[src/rtl/alu_arbiter_pkg.sv]
// Shared widths, ALU command codes and arbiter state encodings for the ALU arbiter.
package alu_arbiter_pkg;

  localparam int CD_N = 16;
  localparam int AC_N = 2;
  localparam int AA_N = 2;
  localparam int CNT_N = 4;

  localparam logic [AC_N-1:0] AC_AD = 2'd0;
  localparam logic [AC_N-1:0] AC_SB = 2'd1;
  localparam logic [AC_N-1:0] AC_MU = 2'd2;
  localparam logic [AC_N-1:0] AC_DI = 2'd3;

  typedef enum logic [AA_N-1:0] {
    AA_IDLE = 2'd0,
    AA_HOLD = 2'd1,
    AA_DONE = 2'd2
  } aa_state_t;

  // HOLD runs from LAT-1 down to 0, so capture lands LAT edges after the grant.
  function automatic logic [CNT_N-1:0] settle_load(input int lat);
    return CNT_N'(lat - 1);
  endfunction

endpackage

[src/rtl/rr_pick2.sv]
// Combinational two-way round-robin selector: on a tie the port that did not win last time goes.
module rr_pick2 (
  input  logic [1:0] req,
  input  logic       last,
  output logic       winner,
  output logic       any
);

  always_comb begin
    any    = |req;
    winner = 1'b0;
    case (req)
      2'b01:   winner = 1'b0;
      2'b10:   winner = 1'b1;
      2'b11:   winner = ~last;
      default: winner = 1'b0;
    endcase
  end

endmodule

[src/rtl/alu_arbiter.sv]
// Shares the calculator ALU between the controller (port 0) and the display unit (port 1).
module alu_arbiter
  import alu_arbiter_pkg::*;
#(
  parameter int LAT = 2
) (
  input  logic            clk,
  input  logic            reset,
  input  logic            r0_req,
  input  logic [CD_N-1:0] r0_A,
  input  logic [CD_N-1:0] r0_B,
  input  logic [AC_N-1:0] r0_cmd,
  output logic            r0_ack,
  input  logic            r1_req,
  input  logic [CD_N-1:0] r1_A,
  input  logic [CD_N-1:0] r1_B,
  input  logic [AC_N-1:0] r1_cmd,
  output logic            r1_ack,
  output logic [CD_N-1:0] res,
  output logic [CD_N-1:0] al_A,
  output logic [CD_N-1:0] al_B,
  output logic [AC_N-1:0] al_cmd,
  input  logic [CD_N-1:0] al_C,
  output logic            busy,
  output logic            gnt
);

  aa_state_t        state;
  logic [CNT_N-1:0] cnt;
  logic             last;
  logic             winner;
  logic             any;

  rr_pick2 u_pick (
    .req    ({r1_req, r0_req}),
    .last   (last),
    .winner (winner),
    .any    (any)
  );

  // Requests only matter in IDLE; every output is a register so no req reaches an output combinationally.
  always_ff @(posedge clk) begin
    if (reset) begin
      state  <= AA_IDLE;
      cnt    <= '0;
      last   <= 1'b1;
      gnt    <= 1'b0;
      busy   <= 1'b0;
      al_A   <= '0;
      al_B   <= '0;
      al_cmd <= AC_AD;
      res    <= '0;
      r0_ack <= 1'b0;
      r1_ack <= 1'b0;
    end else begin
      r0_ack <= 1'b0;
      r1_ack <= 1'b0;
      case (state)
        AA_IDLE: begin
          if (any) begin
            gnt    <= winner;
            last   <= winner;
            al_A   <= winner ? r1_A : r0_A;
            al_B   <= winner ? r1_B : r0_B;
            al_cmd <= winner ? r1_cmd : r0_cmd;
            cnt    <= settle_load(LAT);
            busy   <= 1'b1;
            state  <= AA_HOLD;
          end
        end
        AA_HOLD: begin
          if (cnt == '0) begin
            res    <= al_C;
            r0_ack <= ~gnt;
            r1_ack <= gnt;
            state  <= AA_DONE;
          end else begin
            cnt <= cnt - 1'b1;
          end
        end
        AA_DONE: begin
          // Park the ALU on 0 + 0 while nobody owns it.
          busy   <= 1'b0;
          al_A   <= '0;
          al_B   <= '0;
          al_cmd <= AC_AD;
          state  <= AA_IDLE;
        end
        default: state <= AA_IDLE;
      endcase
    end
  end

endmodule

[config.mk]
export PLATFORM = sky130hd
export DESIGN_NAME = alu_arbiter
export DESIGN_NICKNAME = d
export VERILOG_FILES = /design/src/rtl/alu_arbiter_pkg.sv /design/src/rtl/rr_pick2.sv /design/src/rtl/alu_arbiter.sv
export SDC_FILE = /design/constraint.sdc
export NUM_CORES = 1
export LEC_CHECK = 0
export ABC_AREA = 0
export BUFFER_PORTS_ARGS = -buffer_cell sky130_fd_sc_hd__clkbuf_2
export CAP_MARGIN = 10
export CORE_AREA = 4 4 80 82
export DETAILED_ROUTE_END_ITERATION = 16
export DIE_AREA = 0 0 84 86
export GPL_TIMING_DRIVEN = 0
export PLACE_DENSITY = 0.86
export SYNTH_ARGS = -nofsm -noshare
export SYNTH_HDL_FRONTEND = slang
export SYNTH_SLANG_ARGS = --single-unit
[constraint.sdc]
create_clock -name clk -period 4.4 [get_ports clk]
set_input_delay 0.88 -clock clk [delete_from_list [all_inputs] [get_ports clk]]
set_output_delay 0.88 -clock clk [all_outputs]
set_load 0.02 [all_outputs]
==> out/metrics.csv <==
stage;metric;value;unit
routing;first_pass_iters;4;
logic_synthesis;yosysWarnings;0;
global_route;grt_remaining_overflow;0;
cts;cts_tree;yes;
finish;drive_gt1_share;44.8;%
routing;vias_per_cell;5.06;
status;status;finished clean;
finish;final_cell_area;3520;sq um
finish;final_nets;484;
finish;antenna_cells;0;
floorplanning;io_pins;142;
setup_path;cpPeakStageDelay;380;ps
sta;rsz0062_at_grt;false;
finish;layout_commonest_cell;clkbuf_2;
floorplanning;num_rows;28;
routing;wire_per_inst;13.6;microns
logic_synthesis;yosys_register_bits;61;
routing;drt_iter0_markers;82;
routing;num_vias;2404;
logic_synthesis;syn_avg_cell_area;10.4;sq um
logic_synthesis;synthFlopType;dfxtp_1;
logic_synthesis;syn_inst;244;
global_route;grt_pass1_wl;10500;microns
cts;clockRootBuffer;clkbuf_8;
global_route;grt_pass1_vias;2411;
cts;cts_resized;0;
setup_path;crit_fanout;4;
cts;hold_buffers;0;
setup_path;cp.arrival;900;ps
power;vdd_drop_max;0.221;mV
run;cap_violations;0;
power;leakage;1.63;nW
setup_path;critPathBufInv;1;
cts;clk_latency;320;ps
logic_synthesis;ys_top_cells_by_area;dfxtp_1, mux2i_1, o2bb2ai_1;
setup_path;crit_required;3520;ps
setup_path;slowest_stage;dfxtp_1;
cts;cts_max_level;3;
logic_synthesis;yosysTopAreaCell;dfxtp_1;
cts;numCtsBuffers;9;
floorplanning;die_width;84;microns
logic_synthesis;synth_cell_types;37;
floorplanning;dieArea;7220;sq um
logic_synthesis;ys_seq_area_share;48.3;%
floorplanning;core-area;5750;sq um
sta;post-route-period-util;40.3;%
placed_design;dpl.hpwl;5030;microns
setup_path;start_kind;register;
sta;finalHoldViolCount;0;
global_route;grt_max_degree;11;
sta;period_needed;1780;ps
logic_synthesis;syn_area;2530;sq um
sta;final.setup.worst_slack;2620;ps
cts;clock-sinks;61;
placed_design;gp_congestion;0.773;
hold_path;hold_class;reg2reg;
sta;slew_violations;0;
cts;post_cts_buffers;0;
cts;cts.clk_slew.worst_paths;60;ps
logic_synthesis;synth_edf_count;0;
logic_synthesis;syn_nets;333;
placed_design;numPortBuffers;140;
setup_path;crit_path_cell_trace;clkbuf_2;
floorplanning;die_y;86;microns
sta;max_slew_margin;69.3;%
logic_synthesis;async_flop_share;0;%
cts;clk_path_buf_depth;2;
routing;dr_wl_met2;3290;microns
sta;setup_viol;0;
placed_design;dp_slack;2350;ps
setup_path;endpoint_kind;output port;
power;power;1.45;mW
sta;tightestPinTransition;461;ps
global_route;grt_usage;17.8;%
routing;wl_met1;2730;microns
global_route;antenna_found_initial;0;
power;powerDensity;412;nW/um^2
routing;antenna_left;0;
finish;fillers;495;
sta;skew;6.88;ps
routing;top_layer;met4;
sta;fmax;563;MHz
finish;area_growth;39.0;%
finish;final_cell_mix;clkbuf_2, dfxtp_1, mux2i_1, o2bb2ai_1, a21oi_1;
setup_path;path_delay_family;flip-flops;
sta;setup_tns;0;ps
placed_design;postPlaceCellArea;3320;sq um
logic_synthesis;synth.top_cell.area_share;48.3;%
routing;drc;0;
floorplanning;start_util;44.0;%
setup_path;path_class;reg2out;
routing;route.met3.wl;367;microns
routing;routed_wl;6480;microns
-- registers in the layout, indices dropped and copies added, names as in the netlist --
signal  cells
al_A       16
al_B       16
al_cmd      2
busy        1
cnt         4
gnt         1
last        1
r0_ack      1
r1_ack      1
res        16
state       2
-- per-stage QoR --
stage | util (%) | hold slack [ps] | cells
2_1_floorplan | - | 463 | 244
3_3_place_gp | 57.9 | 446 | 459
3_5_place_dp | 57.9 | 445 | 459
4_1_cts | 61.2 | 467 | 475
5_1_grt | 61.2 | 484 | 475
6_report | 61.2 | 464 | 475
-- routing by layer --
layer / track usage [%] / up-vias
li1: - / 1208
met1: 20.8 / 1106
met2: 31.1 / 80
met3: 4.32 / 10
met4: 7.75 / 0
met5: 0 / -
-- path summary, 6_finish.rpt --
path / startpoint / endpoint / slack (ps) / cells after the start
worst max-delay path: gnt / gnt / 2620 / 1
worst min register to register: al_cmd[1] / al_cmd[1] / 460 / 1
worst max register to register: cnt[0] / cnt[1] / 2840 / 5
worst min-delay path: al_cmd[1] / al_cmd[1] / 460 / 1
-- Yosys cell counts (2+ instances only) --
library cell / n
buf_4: 6
nand2_1: 3
nor2_1: 2
o21ai_0: 18
clkbuf_1: 4
buf_6: 4
a221o_1: 2
mux2i_1: 34
nor3_1: 3
clkbuf_2: 2
o2bb2ai_1: 34
buf_2: 7
dfxtp_1: 61
a21oi_1: 20
nand3_1: 18
inv_1: 5
-- cells by family after synthesis --
kind of cell    count (synthesis)  synth area share [%]
compound gates                 82                  22.5
flops                          61                  48.3
simple gates                   37                  8.51
mux                            34                  13.5
buf+inv                        29                  6.82
fa+ha+maj                       1                 0.494
-- power by group --
group          switching [mW]  internal [mW]  total [mW]
clock network           0.208          0.276       0.483
registers              0.0304          0.607       0.638
logic                   0.188          0.139       0.327
-- area by class of cell --
class,count,area (sq um),share of cell area (%)
repair buffers,140,701,19.9
multi-input cells,154,1140,32.3
well taps,75,93.8,2.67
flip-flops and latches,61,1220,34.7
clock inverters,4,47.5,1.35
inverters,6,22.5,0.640
clock buffers,12,145,4.13
plain buffers,23,150,4.27
(Power assumes the default switching activity.)
